$ cat config.mk
export PLATFORM = sky130hd
export DESIGN_NAME = sha256_msg_padder_flat
export DESIGN_NICKNAME = d
export VERILOG_FILES = /design/src/rtl/sha256_msg_padder_if.sv /design/src/rtl/sha256_msg_padder.sv /design/src/flat_wrapper.sv
export SDC_FILE = /design/constraint.sdc
export NUM_CORES = 1
export LEC_CHECK = 0
export ABC_AREA = 1
export CAP_MARGIN = 10
export CORE_MARGIN = 2
export CORE_UTILIZATION = 60
export DETAILED_ROUTE_END_ITERATION = 6
export GPL_TIMING_DRIVEN = 1
export PLACE_DENSITY_LB_ADDON = 0.25
export SYNTH_ARGS = -nofsm -noshare
export SYNTH_HDL_FRONTEND = slang
export SYNTH_SLANG_ARGS = --single-unit
$ cat constraint.sdc
create_clock -name clk -period 5.9 [get_ports clk]
set_input_delay 1.18 -clock clk [delete_from_list [all_inputs] [get_ports clk]]
set_output_delay 1.18 -clock clk [all_outputs]
set_load 0.03 [all_outputs]
$ cat src/rtl/sha256_msg_padder_if.sv
// Block stream between the message padder and the SHA-256 compression core.
interface sha256_msg_padder_if;
    logic        blk_valid;
    logic        blk_ready;
    logic [31:0] blk_data;
    logic [3:0]  blk_word_idx;
    logic        blk_last_block;

    modport master (
        output blk_valid,
        output blk_data,
        output blk_word_idx,
        output blk_last_block,
        input  blk_ready
    );

    modport slave (
        input  blk_valid,
        input  blk_data,
        input  blk_word_idx,
        input  blk_last_block,
        output blk_ready
    );
endinterface

$ cat src/rtl/sha256_msg_padder.sv
// sha256_msg_padder: reads a big-endian message from word memory and streams it,
// followed by SHA-256 padding, as 16-word blocks on a valid/ready stream.
// Optional byte-granular message length: define SHA_PAD_BYTE_LEN_EN.
module sha256_msg_padder #(
    parameter int unsigned MAX_WORDS = 4096,
    parameter int unsigned BLK_CNT_W = 8
) (
    input  logic                 clk,
    input  logic                 reset_n,
    input  logic                 start,
    input  logic [15:0]          message_addr,
    input  logic [15:0]          num_words,
`ifdef SHA_PAD_BYTE_LEN_EN
    input  logic [17:0]          msg_bytes,
`endif
    output logic                 done,
    output logic                 mem_clk,
    output logic                 mem_we,
    output logic [15:0]          mem_addr,
    input  logic [31:0]          mem_read_data,
    output logic [BLK_CNT_W-1:0] num_blocks,
    sha256_msg_padder_if.master  blk
);
    localparam int unsigned CNT_W  = 16;
    localparam int unsigned BYTE_W = 18;
    localparam logic [31:0] MARKER = 32'h8000_0000;

    typedef enum logic [2:0] {IDLE, RD_REQ, RD_WAIT, HOLD, PAD} state_t;

    state_t             state_q, state_d;
    logic [15:0]        addr_q, addr_d;
    logic [15:0]        mem_addr_q, mem_addr_d;
    logic [CNT_W-1:0]   n_q, n_d;
    logic [CNT_W-1:0]   blocks_q, blocks_d;
    logic [CNT_W-1:0]   rd_cnt_q, rd_cnt_d;
    logic [CNT_W-1:0]   out_cnt_q, out_cnt_d;
    logic [31:0]        len_q, len_d;
    logic [1:0]         rem_q, rem_d;
    logic [31:0]        data_q, data_d;
    logic               valid_q, valid_d;
    logic               last_q, last_d;
    logic               done_q, done_d;

    logic [CNT_W-1:0]   n_start, blocks_start, total_words, nxt_idx;
    logic [31:0]        len_start, pad_data, rd_data;
    logic [1:0]         rem_start;
    logic               accept;

`ifdef SHA_PAD_BYTE_LEN_EN
    logic [BYTE_W-1:0]  bytes_clamped;
    logic               unused_num_words;
    assign unused_num_words = ^num_words;

    // Clamp the byte length; derive word count, block count, bit length and tail bytes.
    always_comb begin
        bytes_clamped = (msg_bytes > BYTE_W'(4 * MAX_WORDS)) ? BYTE_W'(4 * MAX_WORDS) : msg_bytes;
        n_start       = CNT_W'((bytes_clamped + BYTE_W'(3)) >> 2);
        blocks_start  = CNT_W'(((bytes_clamped + BYTE_W'(8)) >> 6) + BYTE_W'(1));
        len_start     = 32'(bytes_clamped) << 3;
        rem_start     = bytes_clamped[1:0];
    end
`else
    // Clamp the word length; derive block count and bit length.
    always_comb begin
        n_start      = (num_words > CNT_W'(MAX_WORDS)) ? CNT_W'(MAX_WORDS) : num_words;
        blocks_start = ((n_start + CNT_W'(2)) >> 4) + CNT_W'(1);
        len_start    = 32'(n_start) << 5;
        rem_start    = 2'd0;
    end
`endif

    assign total_words = blocks_q << 4;
    assign nxt_idx     = out_cnt_q + CNT_W'(1);
    assign accept      = valid_q && blk.blk_ready;

    // Pad word following the current one: length low word, stand-alone marker, or zero.
    always_comb begin
        pad_data = 32'd0;
        if (nxt_idx == total_words - CNT_W'(1)) begin
            pad_data = len_q;
        end else if (nxt_idx == n_q && rem_q == 2'd0) begin
            pad_data = MARKER;
        end
    end

    // Memory word; a partial trailing word is truncated and carries the marker in place.
    always_comb begin
        rd_data = mem_read_data;
        if (rem_q != 2'd0 && rd_cnt_q == n_q) begin
            rd_data = (mem_read_data & ~(32'hFFFF_FFFF >> {rem_q, 3'b000}))
                    | (MARKER >> {rem_q, 3'b000});
        end
    end

    // Next-state and next-output logic.
    always_comb begin
        state_d    = state_q;
        addr_d     = addr_q;
        mem_addr_d = mem_addr_q;
        n_d        = n_q;
        blocks_d   = blocks_q;
        rd_cnt_d   = rd_cnt_q;
        out_cnt_d  = out_cnt_q;
        len_d      = len_q;
        rem_d      = rem_q;
        data_d     = data_q;
        valid_d    = valid_q;

        case (state_q)
            IDLE: begin
                if (start) begin
                    addr_d    = message_addr;
                    n_d       = n_start;
                    blocks_d  = blocks_start;
                    len_d     = len_start;
                    rem_d     = rem_start;
                    rd_cnt_d  = '0;
                    out_cnt_d = '0;
                    if (n_start == '0) begin
                        state_d = PAD;
                        valid_d = 1'b1;
                        data_d  = MARKER;
                    end else begin
                        state_d    = RD_REQ;
                        mem_addr_d = message_addr;
                    end
                end
            end
            RD_REQ: begin
                rd_cnt_d = rd_cnt_q + CNT_W'(1);
                state_d  = RD_WAIT;
            end
            RD_WAIT: begin
                data_d  = rd_data;
                valid_d = 1'b1;
                state_d = HOLD;
            end
            HOLD: begin
                if (accept) begin
                    out_cnt_d = nxt_idx;
                    if (rd_cnt_q < n_q) begin
                        state_d    = RD_REQ;
                        valid_d    = 1'b0;
                        mem_addr_d = addr_q + rd_cnt_q;
                    end else begin
                        state_d = PAD;
                        data_d  = pad_data;
                    end
                end
            end
            PAD: begin
                if (accept) begin
                    out_cnt_d = nxt_idx;
                    if (nxt_idx == total_words) begin
                        state_d = IDLE;
                        valid_d = 1'b0;
                    end else begin
                        data_d = pad_data;
                    end
                end
            end
            default: state_d = IDLE;
        endcase

        last_d = ((out_cnt_d >> 4) == (blocks_d - CNT_W'(1)));
        done_d = (state_d == IDLE);
    end

    // State and output registers.
    always_ff @(posedge clk or negedge reset_n) begin
        if (!reset_n) begin
            state_q    <= IDLE;
            addr_q     <= '0;
            mem_addr_q <= '0;
            n_q        <= '0;
            blocks_q   <= '0;
            rd_cnt_q   <= '0;
            out_cnt_q  <= '0;
            len_q      <= '0;
            rem_q      <= '0;
            data_q     <= '0;
            valid_q    <= 1'b0;
            last_q     <= 1'b0;
            done_q     <= 1'b1;
        end else begin
            state_q    <= state_d;
            addr_q     <= addr_d;
            mem_addr_q <= mem_addr_d;
            n_q        <= n_d;
            blocks_q   <= blocks_d;
            rd_cnt_q   <= rd_cnt_d;
            out_cnt_q  <= out_cnt_d;
            len_q      <= len_d;
            rem_q      <= rem_d;
            data_q     <= data_d;
            valid_q    <= valid_d;
            last_q     <= last_d;
            done_q     <= done_d;
        end
    end

    assign mem_clk            = clk;
    assign mem_we             = 1'b0;
    assign mem_addr           = mem_addr_q;
    assign done               = done_q;
    assign num_blocks         = BLK_CNT_W'(blocks_q);
    assign blk.blk_valid      = valid_q;
    assign blk.blk_data       = data_q;
    assign blk.blk_word_idx   = out_cnt_q[3:0];
    assign blk.blk_last_block = last_q;
endmodule

$ cat src/flat_wrapper.sv
// flat-port wrapper written by rule: the top's interface ports become plain ports
module sha256_msg_padder_flat 
#(
    parameter int unsigned MAX_WORDS = 4096,
    parameter int unsigned BLK_CNT_W = 8
)
  (clk, reset_n, start, message_addr, num_words, done, mem_clk, mem_we, mem_addr, mem_read_data, num_blocks, blk_blk_valid, blk_blk_data, blk_blk_word_idx, blk_blk_last_block, blk_blk_ready);
  sha256_msg_padder_if blk_i ();
  input  logic clk;
  input  logic reset_n;
  input  logic start;
  input  logic [15:0] message_addr;
  input  logic [15:0] num_words;
  output logic done;
  output logic mem_clk;
  output logic mem_we;
  output logic [15:0] mem_addr;
  input  logic [31:0] mem_read_data;
  output logic [BLK_CNT_W-1:0] num_blocks;
  output wire logic [$bits(blk_i.blk_valid)-1:0] blk_blk_valid;
  output wire logic [$bits(blk_i.blk_data)-1:0] blk_blk_data;
  output wire logic [$bits(blk_i.blk_word_idx)-1:0] blk_blk_word_idx;
  output wire logic [$bits(blk_i.blk_last_block)-1:0] blk_blk_last_block;
  input wire logic [$bits(blk_i.blk_ready)-1:0] blk_blk_ready;
  assign blk_blk_valid = blk_i.blk_valid;
  assign blk_blk_data = blk_i.blk_data;
  assign blk_blk_word_idx = blk_i.blk_word_idx;
  assign blk_blk_last_block = blk_i.blk_last_block;
  assign blk_i.blk_ready = blk_blk_ready;
  sha256_msg_padder #(.MAX_WORDS(MAX_WORDS), .BLK_CNT_W(BLK_CNT_W)) u_core (.clk(clk), .reset_n(reset_n), .start(start), .message_addr(message_addr), .num_words(num_words), .done(done), .mem_clk(mem_clk), .mem_we(mem_we), .mem_addr(mem_addr), .mem_read_data(mem_read_data), .num_blocks(num_blocks), .blk(blk_i));
endmodule
==> results.tsv <==
metric	value	unit
Crit Path Class	clk -> out	
worst path cell trace	clkbuf_16 > clkbuf_16 > clkdlybuf4s50_1	
vias per cell	5.609	
Starting Density	61.48	%
Worst Hold Endpoint	u_core.len_q[18]	
clock skew	0.01035	ns
EDFF count, synth	0	
Synth Area in Compound Gates	12.60	%
I/O pin count	133	
R2R Setup Slk	2.18	ns
DR iter-0 viols	720	
Resized Gates After CTS	0	
Crit path depth	3	
first-pass detailed-route iteration total	6	
Site Rows	44	
WL/cell	15.60	um
Core Box Area	0.01453	sq mm
n_diodes	0	
clk slew on worst S/H paths	0.05	ns
post-CTS setup buffer count	0	
leading cell type by number of instances after synthesis	nand2_1	
Remaining DRCs	0	
Peak VDD IR	0.2828	mV
slowest cell on the critical path	clkdlybuf4s50_1	
clock latency on the worst-skew pair	0.54	ns
Cell Area, Synth	0.008935	sq mm
WP data arrival	3.78	ns
total power	5.350	mW
max_slew headroom	32.80	%
largest family of logic cells by synthesized area	simple AND/OR/NAND/NOR gates	
Cell Count, Final, Fillers Out	1500	
Post-Synthesis Cells	1185	
gr usage total	30.11	%
Synth Area per Inst	7.540	sq um
Crit path max-delay family	buffers and inverters	
endpoints failing hold	0	
endpoints failing setup	0	
RSZ-0062 raised after global routing	false	
adder-cell share of the synthesized area	5.265	%
via count	8413	
grt ovf	0	
Synth area leader	dfrtp_1	
die width	126.0	um
layout net count	1408	
outcome	finished, final reports clean	
Synth Flop Type	dfrtp_1	
maxcap violations	0	
worst reg2reg path startpoint	u_core.state_q[1]	
Post-DP HPWL	16930	um
Slew @ Worst Pin	1.007	ns
layout overhead on the synthesized area	22.27	%
Synth top area share	37.25	%
Final Wtd Congestion	0.9150	
hold path depth	2	
global-route wire length before repair	38340	um
DIE AREA	0.01588	sq mm
Hold Crit Class	reg -> reg	
Post-Route WL	23400	um
Slew Viols, Final	0	
PortBufs	131	
synth warn	0	
CP Buf/Inv Count	3	
layout cell share with drive strength beyond 1	8.131	%
Core Util, Final	75.16	%
Mapped Nets	1290	
crit end category	primary output	
Post-synth top cells	nand2_1, inv_1, dfrtp_1	
CP most frequent cell	clkbuf_16	
post-synthesis mux area share	0.2381	%
pwr dens	489.7	mW/mm^2
Post-Synth Simple-Gate Area	28.57	%
fraction of synthesis flops using an asynchronous set or reset pin	100.0	%
startpoint types	clock port	
TritonCTS clock tree	yes	
Hold WS	0.4692	ns
#FFs+latches synth	134	
Hold Buf Count CTS	0	
TNS Setup	0	ns
vias in the first global route	7935	
Placed Instances	1465	
Die Ht	126.0	um
initial antenna violation count	0	
Netlist cell types	56	
largest net degree at the start of global routing	78	
sequential share of the synthesized area	37.54	%
Synth area leaders	dfrtp_1, nand2_1, inv_1	
crit-path max FO	2	
WP data required	4.72	ns
XOR/XNOR share of the synthesized area	6.834	%
ANT nets after route	0	
Largest stage delay, worst path	0.59	ns
hold_sp	u_core.len_q[18]	
leakage power	5.192	nW
Reg2Reg Depth	17	
reg2reg end	u_core.blk.blk_last_block	
[per-layer routing]
metal | wire length, um | GRT usage [%] | up-vias
met1 | 10280 | 40.66 | 3946
met3 | 1763 | 6.627 | 52
met2 | 10830 | 48.01 | 329
met4 | 528 | 11.05 | 0
met5 | 0 | 0 | -
li1 | - | - | 4086
[worst max-delay path by stage]
stage	start	endpoint
3_3_place_gp	num_words[4]	u_core.blk.blk_last_block
5_1_grt	clk	mem_clk
3_5_place_dp	num_words[4]	u_core.blk.blk_last_block
2_1_floorplan	clk	mem_clk
4_1_cts	clk	mem_clk
6_report	clk	mem_clk
[sequential cells by signal (all words and copies together), names as in the netlist]
register / count
u_core.blk.blk_data: 32
u_core.state_q: 3
u_core.blocks_q: 16
u_core.blk.blk_valid: 1
u_core.done: 1
u_core.blk.blk_last_block: 1
u_core.len_q: 16
u_core.mem_addr: 16
u_core.addr_q: 16
u_core.rd_cnt_q: 16
u_core.out_cnt_q: 16
[final cells by class]
type	instances	area (sq um)
well taps	184	230.2
clock inverters	7	68.82
flip-flops and latches	134	3354
fillers	1116	3610
inverters	146	548.0
clock buffers	29	590.6
repair buffers	136	1348
multi-input cells	864	4785
[worst reg2reg max path, cell delays in order (launching register included)]
cell	delay, ns
dfrtp_1	0.40
inv_1	0.08
nor2_1	0.07
nand2_1	0.57
nand2_1	0.32
nand2_1	0.45
nand2_1	0.28
o22ai_1	0.33
nor2_1	0.09
nor4_1	0.28
nand3_1	0.11
nor2_1	0.17
nand2_1	0.08
nor2_1	0.09
nand3_1	0.10
nor2_1	0.09
nand2_1	0.07
nor2_2	0.07
[logic make-up (layout without fill, tap and decap cells)]
| kind of cell | count (synthesis) | after routing |
|---|---|---|
| adders and majority gates | 37 | 37 |
| buffers and inverters | 187 | 318 |
| muxes | 2 | 2 |
| and+or+nand+nor | 580 | 580 |
| DFF | 134 | 134 |
| AOI/OAI and AO/OA | 179 | 179 |
| xor gates and xnor gates | 65 | 65 |
| other | 1 | 1 |
[cells in the final DEF (no fill, tap or decap), types with 18 or more instances in the layout]
cell / synthesis / layout
clkdlybuf4s50_1: 0 / 130
xnor2_1: 18 / 18
nor2_1: 101 / 101
ha_1: 36 / 36
a21oi_1: 41 / 41
o21ai_0: 66 / 66
nand3_1: 61 / 61
inv_1: 137 / 137
nand2_1: 331 / 331
xor2_1: 43 / 43
dfrtp_1: 133 / 133
clkbuf_16: 0 / 20
[stage by stage]
step                      setup WS, ns  instance area [sq um]
after floorplan                  1.625                   8935
after global placement           1.097                  10270
after detailed placement        0.9566                  10270
after CTS                       0.9302                  10920
after global routing            0.9146                  10920
final                           0.9360                  10920
[power breakdown]
| part | switching (mW) | internal [mW] |
|---|---|---|
| Sequential | 0.218 | 1.22 |
| Combinational | 1.75 | 1.00 |
| Clock | 0.428 | 0.732 |
Note: power is estimated with default switching activity, not from simulation.
